**src/rtl/free_list.sv**
```systemverilog
// free_list: circular FIFO of free physical register tags with per-ROB-entry head checkpoints.
// Optional macro FL_BYPASS_EN forwards a retiring tag straight to T_idx when the list is empty.
module free_list #(
  parameter int NUM_PR   = 64,
  parameter int NUM_ARCH = 32,
  parameter int NUM_FL   = NUM_PR - NUM_ARCH,
  parameter int NUM_ROB  = 32,
  localparam int PRW     = $clog2(NUM_PR),
  localparam int ROBW    = $clog2(NUM_ROB),
  localparam int PTRW    = $clog2(NUM_FL) + 1,
  localparam int IDXW    = PTRW - 1
) (
  input  logic            clock,
  input  logic            reset,
  input  logic            en,
  input  logic            dispatch_en,
  input  logic            dest_valid,
  input  logic [ROBW-1:0] ROB_tail_idx,
  input  logic            retire_en,
  input  logic [PRW-1:0]  Told_idx,
  input  logic            rollback_en,
  input  logic [ROBW-1:0] ROB_rollback_idx,
  output logic [PRW-1:0]  T_idx,
  output logic            FL_valid,
  output logic [PTRW-1:0] free_count
);

  logic [PRW-1:0]  entry_r [NUM_FL];
  logic [PTRW-1:0] ckpt_r [NUM_ROB];
  logic [PTRW-1:0] head_r;
  logic [PTRW-1:0] tail_r;

  logic [PTRW-1:0] count_s;
  logic [PTRW-1:0] head_next_s;
  logic            push_s;
  logic            pop_s;
  logic            bypass_s;
  logic            valid_s;
  logic            ckpt_we_s;

  // Derive push/pop qualifiers, occupancy and the head tag presented to dispatch.
  always_comb begin
    count_s = tail_r - head_r;
    push_s  = en & retire_en;
`ifdef FL_BYPASS_EN
    bypass_s = push_s & (count_s == {PTRW{1'b0}});
`else
    bypass_s = 1'b0;
`endif
    valid_s     = (count_s != {PTRW{1'b0}}) | bypass_s;
    pop_s       = en & dispatch_en & dest_valid & valid_s & ~rollback_en;
    ckpt_we_s   = en & dispatch_en & ~rollback_en;
    head_next_s = head_r + {{IDXW{1'b0}}, pop_s};
    if (bypass_s) begin
      T_idx = Told_idx;
    end else begin
      T_idx = entry_r[head_r[IDXW-1:0]];
    end
  end

  assign FL_valid   = valid_s;
  assign free_count = count_s;

  // Head and tail pointers; the MSB is the wrap bit so full and empty are distinguishable.
  always_ff @(posedge clock) begin
    if (reset) begin
      head_r <= {PTRW{1'b0}};
      tail_r <= PTRW'(NUM_FL);
    end else if (en) begin
      if (rollback_en) begin
        head_r <= ckpt_r[ROB_rollback_idx];
      end else begin
        head_r <= head_next_s;
      end
      if (push_s) begin
        tail_r <= tail_r + {{IDXW{1'b0}}, 1'b1};
      end
    end
  end

  // Tag storage: initially holds every non-architectural tag, then refilled by retirement.
  always_ff @(posedge clock) begin
    if (reset) begin
      for (int i = 0; i < NUM_FL; i++) begin
        entry_r[i] <= PRW'(NUM_ARCH + i);
      end
    end else if (push_s) begin
      entry_r[tail_r[IDXW-1:0]] <= Told_idx;
    end
  end

  // Per-ROB-slot checkpoint of the post-allocation head, restored on a mispredict.
  always_ff @(posedge clock) begin
    if (reset) begin
      for (int i = 0; i < NUM_ROB; i++) begin
        ckpt_r[i] <= {PTRW{1'b0}};
      end
    end else if (ckpt_we_s) begin
      ckpt_r[ROB_tail_idx] <= head_next_s;
    end
  end

endmodule

```
**config.mk**
```make
export PLATFORM = sky130hd
export DESIGN_NAME = free_list
export DESIGN_NICKNAME = d
export VERILOG_FILES = /design/src/rtl/free_list.sv
export SDC_FILE = /design/constraint.sdc
export NUM_CORES = 1
export LEC_CHECK = 0
export CAP_MARGIN = 20
export CORE_UTILIZATION = 67
export DETAILED_ROUTE_END_ITERATION = 8
export GPL_ROUTABILITY_DRIVEN = 0
export MAX_ROUTING_LAYER = met4
export PLACE_DENSITY = 0.85
export SLEW_MARGIN = 30
export SYNTH_ARGS = -nofsm -noshare
export SYNTH_HDL_FRONTEND = slang
export SYNTH_SLANG_ARGS = --single-unit
```
**constraint.sdc**
```tcl
create_clock -name clock -period 4.8 [get_ports clock]
set_input_delay 0.96 -clock clock [delete_from_list [all_inputs] [get_ports clock]]
set_output_delay 0.96 -clock clock [all_outputs]
set_load 0.03 [all_outputs]
```
==> metrics <==
Setup Viol. Count Final 0; clock root cell clkbuf_16; Post-CTS Resized 0; vias in the first global route approximately 11,000; reg2reg start tail_r[0]$_SDFFE_PP0P_; Routed WL between 40,000 and 50,000 um; combinational share of power 8.0%; Avg Cell Area, Syn around 14 um2; final instance area just over 20,000 um2; Setup Buffers After CTS 0; Net Sw Power 1.724 mW; leading area contributor after synthesis edfxtp_1; Final Util between 70 and 80%; Critical Path AT about 3500 ps; Synth Instances 1,355; final non-filler cell total about 1,700; layout cells sized above 1 between 10% and 20%; Hold Vio Cnt, Final 0; Req. time, crit path between 3000 and 4000 ps; worst-margin pin slew about 950 ps; Leakage approximately 6.5 nW; Fmax achieved 225.9 MHz; synth top area cells edfxtp_1 62%, mux4_2 11%, nor2_1 4.9%, mux2i_1 2.3%, nand2_1 2.0%; worst path cell trace buf_12, mux4_2, mux4_2, mux2_2, clkdlybuf4s50_1; synth unique cells 52; Int Pwr about 5.9 mW; slew margin rel. roughly 36%; dpl ws slightly above 900 ps; Clock Sinks 401; worst setup path class register to primary output; Final period util between 90% and 100%; Layout Nets around 1,400; drc violations 0; slowest cell delay on critical path about 690 ps; Seq cells post-synth 401; worst setup margin about 370 ps; die area 28,300 um2; yosys warns 0; initial core utilization between 60% and 70%; number of H-tree levels 2; slowest stage cell, crit path dfxtp_4; Reg2Reg Setup Slack ~900 ps; Max-Cap Viols 0; number of flops mapped to enable cells by yosys 384; DRT Pass-1 Iters 6; CTS tree built; hold-fix buffers at CTS 0; area grow syn2layout 9.995%; Placement Cell Area ~19,000 um2; DIE WIDTH approximately 170 um; DR WL/cell around 25 um; initial antenna violation count 0; first-pass GRT wire length approximately 65,000 um; initial DRC count roughly 1,500; Reg2Reg Capture Point ckpt_r[2][4]$_SDFFCE_PN0P_; GR Overflow Total 0; placed cells 1,651; Post-Synthesis Cell Area ~19,000 um2; Worst Skew just over 20 ps; Pins Over Slew Limit 0; total I/O pin count 36; power density cells ~380 nW/um2; port bufs 35; ANT cells 0; GRT Total Usage 31.99%; sequential area share after synthesis between 60% and 70%; Seq pwr share 52.0%; Post-DP HPWL ~28,000 um; worst-path fanout max 25; Setup TNS 0 ps; element type at the critical path end primary output; Longest Clk Path Bufs 3; Worst VDD drop 0.3675 mV; switching part of the total between 20 and 25%; status finished clean; pin count of the biggest net entering global routing between 60 and 70; TritonCTS buffer count about 40; vias around 12,000; startpoint types register; FF-to-FF path depth 14; CP endpoint T_idx[0]; Hold WC Path Type register to register; Final min period ~4400 ps; Core Box Area ~27,000 um2; cell mode on critical path mux4_2; Async S/R FF share, synth 0%; post-synth top area share roughly 62%; Skew-Pair Late Insertion Delay around 540 ps; Main synth FF type edfxtp_1; clock power share approximately 40%; die height ~170 um; Rows 60; antenna viol nets, final 0; RSZ-0062 raised after global routing false; clock transition at the registers of the reported paths about 60 ps; Net Count, Synth 1,390; vias per std cell ~6.7
cells in the final DEF, fill, tap and decap left out, types with 4 or more instances in the layout:
master / n
edfxtp_1: 384
nor2_1: 244
nand2_1: 100
mux4_2: 90
or3_1: 60
nor3_1: 50
mux2i_1: 42
clkbuf_16: 42
nand2b_1: 41
or2_2: 36
and2_1: 35
clkdlybuf4s50_1: 30
buf_4: 24
inv_1: 19
dfxtp_1: 15
clkinv_1: 13
ha_1: 11
clkbuf_1: 11
mux2_2: 10
nor2b_1: 8
a21oi_1: 8
a22o_1: 7
a22oi_1: 7
nand3_1: 6
a221oi_1: 6
a211oi_1: 5
nand4_1: 5
o21ai_0: 4
xor2_1: 4
and3_1: 4
nor3b_1: 4
o22ai_1: 4
buf_2: 4
worst min-delay path by stage:
| stage | cells after the start | startpoint | end | slack (ps) |
|---|---|---|---|---|
| after global routing | 2 | tail_r[1]$_SDFFE_PP0P_ | tail_r[1]$_SDFFE_PP0P_ | 620 |
| after floorplan | 2 | tail_r[1]$_SDFFE_PP0P_ | tail_r[1]$_SDFFE_PP0P_ | 510 |
| after global placement | 2 | tail_r[1]$_SDFFE_PP0P_ | tail_r[1]$_SDFFE_PP0P_ | 540 |
| after CTS | 2 | tail_r[1]$_SDFFE_PP0P_ | tail_r[1]$_SDFFE_PP0P_ | 580 |
| after detailed placement | 2 | tail_r[1]$_SDFFE_PP0P_ | tail_r[1]$_SDFFE_PP0P_ | 570 |
| final | 2 | tail_r[1]$_SDFFE_PP0P_ | tail_r[1]$_SDFFE_PP0P_ | 590 |
logic make-up (layout without fill, tap and decap cells):
family                     Yosys count  after routing  synth area share, %
DFF                                401            401                64.12
adders and majority gates           12             12               0.8515
AOI/OAI and AO/OA                   58             58                2.298
muxes                              142            142                13.83
xor gates and xnor gates            10             10               0.4730
and+or+nand+nor                    605            605                15.60
buffers and inverters              127            156                2.838
per-layer routing:
metal | track usage (%) | share of wire (%) | vias up
met3 | 4.302 | 9.9 | 130
met4 | 10.51 | 3.6 | 0
met5 | - | 0 | -
met1 | 40.90 | 35 | 5684
met2 | 53.56 | 51 | 781
li1 | - | - | 4991
layout make-up:
cell class	count	area, um2
clock buffer	53	1092
clock inverter	21	182.7
multi-input combinational	827	6148
inverter	21	78.83
sequential	401	11880
timing repair buffer	61	560.5
fill	1576	6660
tap	341	426.7
through the flow:
stage	power, mW	hold WS, ps
CTS	7.647	582.5
floorplan	4.439	509.6
detailed placement	4.660	574.3
global placement	4.640	539.1
global route	7.803	615.3
finish	7.657	585.5
power by group through the flow:
stage	registers (mW)	logic [mW]	clock network, mW
after floorplan	4.01	0.426	0
after global placement	4.05	0.591	0
after detailed placement	4.06	0.605	0
after CTS	3.98	0.609	3.05
after global routing	3.99	0.646	3.16
final	3.98	0.614	3.06
registers in the layout, summed over array words and instances (netlist names), named ones only:
name,cells
ckpt_r,192
entry_r,192
head_r,6
tail_r,6
cell usage after synthesis, drive strengths merged, types with 3 or more instances:
library cell,instances
mux2,10
nand2b,41
nor2,245
a22o,7
nor3b,5
o21ai,4
a221oi,6
or2,36
and3,4
o211ai,3
xor2,5
dfxtp,17
and2,35
a211oi,5
nand2,100
o22ai,4
mux2i,42
nor2b,8
edfxtp,384
nand4,5
inv,21
ha,11
mux4,90
nor3,50
clkbuf,84
xnor2,5
or3,60
nand3,6
a21oi,8
a22oi,7
buf,22
worst max-delay path: cells and delay by family (launching register included):
kind | cells | cell delay [ps]
muxes | 3 | 1330
buffers and inverters | 2 | 870
DFF | 1 | 690
No activity file was read; power rests on OpenSTA's default activity.
